### config.mk
export PLATFORM = sky130hd
export DESIGN_NAME = pipe_ifetch
export DESIGN_NICKNAME = d
export VERILOG_FILES = /design/src/rtl/pipe_pkg.sv /design/src/rtl/pipe_npc_mux.sv /design/src/rtl/pipe_ifetch.sv
export SDC_FILE = /design/constraint.sdc
export NUM_CORES = 1
export LEC_CHECK = 0
export CAP_MARGIN = 20
export CORE_MARGIN = 2
export CORE_UTILIZATION = 50
export CTS_CLUSTER_SIZE = 12
export DETAILED_ROUTE_END_ITERATION = 7
export PLACE_DENSITY = 0.87
export SLEW_MARGIN = 20
export SYNTH_ARGS = -nofsm -noshare
export SYNTH_HDL_FRONTEND = slang
export SYNTH_SLANG_ARGS = --single-unit
### constraint.sdc
create_clock -name clk -period 3.9 [get_ports clk]
set_input_delay 0.78 -clock clk [delete_from_list [all_inputs] [get_ports clk]]
set_output_delay 0.78 -clock clk [all_outputs]
set_load 0.02 [all_outputs]
### src/rtl/pipe_pkg.sv
// Shared definitions for the pipeline front end: pcsrc encodings, NOP word, IF state.
package pipe_pkg;

  localparam logic [1:0]  PC_SEQ   = 2'b00;
  localparam logic [1:0]  PC_BR    = 2'b01;
  localparam logic [1:0]  PC_JR    = 2'b10;
  localparam logic [1:0]  PC_J     = 2'b11;

  // sll $0,$0,0
  localparam logic [31:0] NOP_INST = 32'h0000_0000;

  typedef enum logic {
    WAIT = 1'b0,
    FULL = 1'b1
  } if_state_e;

endpackage

### src/rtl/pipe_npc_mux.sv
// Next-PC select: pcsrc target mux, then redirect > pending target > pc+4.
module pipe_npc_mux
  import pipe_pkg::*;
(
  input  logic [1:0]  pcsrc,
  input  logic [31:0] bpc,
  input  logic [31:0] rpc,
  input  logic [31:0] jpc,
  input  logic [31:0] pc,
  input  logic [31:0] tgt,
  input  logic        tgt_vld,
  input  logic        redir,
  output logic [31:0] target,
  output logic [31:0] pc_plus4,
  output logic [31:0] npc
);

  // Redirect target and prioritised next PC
  always_comb begin
    pc_plus4 = pc + 32'd4;
    case (pcsrc)
      PC_BR:   target = bpc;
      PC_JR:   target = rpc;
      PC_J:    target = jpc;
      default: target = pc_plus4;
    endcase
    if (redir)        npc = target;
    else if (tgt_vld) npc = tgt;
    else              npc = pc_plus4;
  end

endmodule

### src/rtl/pipe_ifetch.sv
// IF stage: PC, variable-latency instruction fetch, IF/ID register, delayed-branch redirect.
module pipe_ifetch #(
  parameter logic [31:0] RESET_PC = 32'h0000_0000,
  parameter logic [31:0] NOP_INST = pipe_pkg::NOP_INST
) (
  input  logic        clk,
  input  logic        clr,
  input  logic        nostall,
  input  logic [1:0]  pcsrc,
  input  logic [31:0] bpc,
  input  logic [31:0] rpc,
  input  logic [31:0] jpc,
  output logic        imem_req,
  output logic [31:0] imem_addr,
  input  logic        imem_ack,
  input  logic [31:0] imem_rdata,
  output logic [31:0] pc,
  output logic [31:0] inst,
  output logic [31:0] dpc4,
  output logic        ivalid
);

  import pipe_pkg::*;

  if_state_e   state_q, state_d;
  logic [31:0] pc_q, pc_d;
  logic [31:0] inst_q, inst_d;
  logic [31:0] dpc4_q, dpc4_d;
  logic        ivalid_q, ivalid_d;
  logic [31:0] tgt_q, tgt_d;
  logic        tgt_vld_q, tgt_vld_d;
  logic [31:0] buf_q, buf_d;

  logic        ack_v;
  logic        xfer;
  logic        redir;
  logic [31:0] fetched;
  logic [31:0] target;
  logic [31:0] pc_plus4;
  logic [31:0] npc;

  assign imem_req  = (state_q == WAIT) & ~clr;
  assign imem_addr = pc_q;
  assign pc        = pc_q;
  assign inst      = inst_q;
  assign dpc4      = dpc4_q;
  assign ivalid    = ivalid_q;

  // An ack without a live request is ignored
  assign ack_v   = imem_ack & imem_req;
  assign xfer    = nostall & (((state_q == WAIT) & ack_v) | (state_q == FULL));
  assign redir   = nostall & ivalid_q & (pcsrc != PC_SEQ);
  assign fetched = (state_q == FULL) ? buf_q : imem_rdata;

  pipe_npc_mux u_npc (
    .pcsrc    (pcsrc),
    .bpc      (bpc),
    .rpc      (rpc),
    .jpc      (jpc),
    .pc       (pc_q),
    .tgt      (tgt_q),
    .tgt_vld  (tgt_vld_q),
    .redir    (redir),
    .target   (target),
    .pc_plus4 (pc_plus4),
    .npc      (npc)
  );

  // Next-state: fetch FSM, IF/ID load/bubble/hold, PC and pending-target update
  always_comb begin
    state_d   = state_q;
    pc_d      = pc_q;
    inst_d    = inst_q;
    dpc4_d    = dpc4_q;
    ivalid_d  = ivalid_q;
    tgt_d     = tgt_q;
    tgt_vld_d = tgt_vld_q;
    buf_d     = buf_q;

    case (state_q)
      WAIT: if (ack_v && !nostall) begin
        state_d = FULL;
        buf_d   = imem_rdata;
      end
      FULL: if (nostall) state_d = WAIT;
      default: state_d = WAIT;
    endcase

    if (xfer) begin
      inst_d    = fetched;
      dpc4_d    = pc_plus4;
      ivalid_d  = 1'b1;
      pc_d      = npc;
      tgt_vld_d = 1'b0;
    end else if (nostall) begin
      inst_d   = NOP_INST;
      ivalid_d = 1'b0;
      // Delay slot still in flight: park the target until it is delivered
      if (redir) begin
        tgt_d     = target;
        tgt_vld_d = 1'b1;
      end
    end
  end

  // State registers with synchronous reset
  always_ff @(posedge clk) begin
    if (clr) begin
      state_q   <= WAIT;
      pc_q      <= RESET_PC;
      inst_q    <= NOP_INST;
      dpc4_q    <= '0;
      ivalid_q  <= 1'b0;
      tgt_q     <= '0;
      tgt_vld_q <= 1'b0;
      buf_q     <= '0;
    end else begin
      state_q   <= state_d;
      pc_q      <= pc_d;
      inst_q    <= inst_d;
      dpc4_q    <= dpc4_d;
      ivalid_q  <= ivalid_d;
      tgt_q     <= tgt_d;
      tgt_vld_q <= tgt_vld_d;
      buf_q     <= buf_d;
    end
  end

endmodule

==> run_results.csv <==
group,metric,value,unit
sta,hold_viol_final,0,
logic_synthesis,synth_edf_count,0,
logic_synthesis,synth_ff_type,"dfxtp_1",
sta,slew_headroom,40.1,%
logic_synthesis,async_reset_ff_share,0,%
flow_run,cap_violations,0,
worst_setup_path,slowest_delay,0.65,ns
floorplanning,die_w,129,um
detailed_routing,drtPass1Iterations,5,
worst_setup_path,setup.worst_path.start_class,"primary input",
sta,min_period_over_period,71.7,%
logic_synthesis,yosys_warnings,0,
detailed_routing,vias,7948,
clocking,postCtsSetupRepairBufs,0,
logic_synthesis,ys_ff_latch,163,
outcome,status,"complete, no violations",
worst_setup_path,reg2reg_setup_slack,1.36,ns
cells_and_area,area_growth,40.0,%
clocking,cts_made_buffers,17,
sta,slew_viol_final,0,
place,gp_congestion,0.914,
clocking,htreeDepth,4,
grt,antenna_found_initial,0,
grt,grt_pass1_vias,7533,
grt,grt_max_degree,60,
worst_setup_path,cp-end-kind,"flop",
worst_setup_path,slowest_stage,"or2_2",
sta,fin_skew,0.00697,ns
floorplanning,dieArea,0.0168,mm^2
logic_synthesis,yosys-top-cells-area,"dfxtp_1, nand2_1, mux2i_1, o21ai_0, a21oi_1",
sta,setup_viol,0,
worst_setup_path,reg2regPathDepth,5,
min_path,hold_path_end,"inst[29]",
clocking,clk_pin_slew_worst_paths,0.06,ns
sta,rsz0062_at_grt,"false",
worst_setup_path,cp.arrival,3.10,ns
detailed_routing,via_per_inst,5.79,
logic_synthesis,synth_area_leader_cell,"dfxtp_1",
cells_and_area,nets,1284,
clocking,clock_latency,0.42,ns
clocking,cts_sinks,163,
power,p_comb_share,14.3,%
power,p_leak,3.92,nW
clocking,postCtsResizedCells,0,
cells_and_area,final_common_cell,"clkdlybuf4s50_1",
grt,grt_first_pass_wirelength,38600,um
clocking,clockBufferDepth,2,
power,p_switching,0.987,mW
place,io_buffers,263,
power,powerDensity,361,mW/mm^2
logic_synthesis,synth_cell_type_count,59,
sta,finalSetupTns,0,ns
min_path,min_from,"inst[29]",
power,seqPwrFrac,44.1,%
grt,track_usage,29.3,%
worst_setup_path,reg2reg_to,"imem_addr[25]",
worst_setup_path,path_delay_family,"compound AO/OA/AOI/OAI gates",
detailed_routing,drt-wirelength-per-cell,18.1,um
min_path,min_path_type,"flop to flop",
logic_synthesis,synth.net_count,1081,
clocking,hold_buffers,0,
floorplanning,num_io_pins,264,
floorplanning,fp.dieH,129,um
clocking,cts-root-buf,"clkbuf_16",
detailed_routing,routed_wl,24800,um
detailed_routing,post-route-drc-count,0,
detailed_routing,antenna_left,0,
sta,worstMarginPinSlew,0.899,ns
cells_and_area,finish.utilization,72.0,%
min_path,min_path_cells,2,
power,internal_power,2.99,mW
logic_synthesis,yosys.area.top_type_share,41.5,%
detailed_routing,drt_iter0_markers,702,
worst_setup_path,critPathMaxFanout,32,
power,p_sw_share,24.8,%
logic_synthesis,yosysSeqAreaShare,41.5,%
worst_setup_path,path_cells,"clkdlybuf4s50_1 -> o21ai_0 -> or2_2 -> nor2_1 -> a31o_2 -> a32o_1",
power,clkPwrFrac,41.6,%
sta,fmax,0.358,GHz
worst_setup_path,crit_buf_inv,1,
floorplanning,coreArea,0.0153,mm^2
sta,post-route-min-period,2.80,ns
clocking,cts_tree,"yes",
cells_and_area,drive_gt1_share,8.09,%
floorplanning,rows,45,
logic_synthesis,syn-cell-area,0.00787,mm^2
power,peakVddDrop,0.264,mV
cells_and_area,diodes,0,
cells_and_area,final_cell_mix,"clkdlybuf4s50_1, nand2_1, dfxtp_1",
logic_synthesis,synth.avg_cell_area,8.32,um^2
worst_setup_path,timing.rr.start,"imem_addr[4]",
worst_setup_path,crit_type,"primary input to flop",
logic_synthesis,synth_cells,946,
worst_setup_path,required,4.21,ns
floorplanning,start_util,51.4,%
place,dp.final_hpwl,17500,um
grt,overflow,0,
[worst min-delay path, delay by kind of cell (launching register included)]
kind	cells	cell delay, ns
simple gates	1	0.04
flops	1	0.32
compound gates	1	0.05
[cell type report]
cell class | instances | area [um^2]
Fill cell | 1173 | 4290
Multi-Input combinational cell | 671 | 4070
Sequential cell | 163 | 3260
Timing Repair Buffer | 286 | 2810
Clock buffer | 23 | 478
Tap cell | 211 | 264
Clock inverter | 9 | 104
Inverter | 10 | 37.5
[flip-flops by register name, indices dropped and copies added (netlist names)]
name	count
buf_q	32
dpc4	32
imem_addr	32
inst	32
tgt_q	32
ivalid	1
state_q	1
tgt_vld_q	1
[logic make-up after synthesis]
kind of cell	after synthesis	synth area share, %
AOI/OAI and AO/OA	262	21.2
xor gates and xnor gates	24	2.67
adders and majority gates	1	0.159
buffers and inverters	112	7.20
DFF	163	41.5
muxes	70	9.95
and+or+nand+nor	314	17.4
[through the flow]
| step | std cells | area (um^2) | hold slack (ns) | power (mW) | worst slack, ns |
|---|---|---|---|---|---|
| floorplan | 946 | 7870 | 0.436 | 2.06 | 1.35 |
| global placement | 1341 | 10400 | 0.429 | 2.34 | 0.812 |
| detailed placement | 1341 | 10400 | 0.441 | 2.35 | 0.698 |
| CTS | 1373 | 11000 | 0.454 | 3.99 | 1.13 |
| global route | 1373 | 11000 | 0.471 | 4.12 | 0.933 |
| finish | 1373 | 11000 | 0.452 | 3.98 | 1.10 |
[synthesized netlist by cell type, drive strengths merged, types with 4 or more instances]
master and number:
xor2 13, inv 10, o31ai 6, a22oi 9
mux2i 49, or3 9, nor2 61, nor3 14
mux2 16, nand4 6, nor2b 5, a21o 11
o2bb2ai 4, a31o 6, o21a 4, o22ai 12
a221oi 6, a211oi 15, dfxtp 163, o21ai 82
and4 5, and3 7, clkbuf 50, buf 52
a21oi 66, a221o 6, mux4 5, o211ai 4
nand2 177, a22o 12, nand3 18, xnor2 11
[routing by layer]
metal  up-vias  track usage [%]  part of all wire [%]
met1      3696             36.2                    39
met3        76             7.31                    10
met5         -                0                     0
met2       453             47.8                    47
met4         0             14.4                   3.6
li1       3723                -                     -
[power by group through the flow]
stage / combinational, mW / sequential, mW / clock [mW]
6_report: 0.568 / 1.75 / 1.65
5_1_grt: 0.606 / 1.76 / 1.75
4_1_cts: 0.565 / 1.75 / 1.67
3_5_place_dp: 0.563 / 1.79 / 0
3_3_place_gp: 0.553 / 1.79 / 0
2_1_floorplan: 0.254 / 1.81 / 0
[worst max-delay path by stage]
stage / from / end / slack [ns] / cells past startpoint
finish: imem_ack / imem_addr[20] / 1.10 / 6
floorplan: clr / imem_req / 1.35 / 4
global route: imem_ack / imem_addr[20] / 0.93 / 6
detailed placement: imem_ack / imem_addr[20] / 0.70 / 6
CTS: imem_ack / imem_addr[20] / 1.13 / 6
global placement: imem_ack / imem_addr[19] / 0.81 / 6
Note: power is estimated with default switching activity, not from simulation.
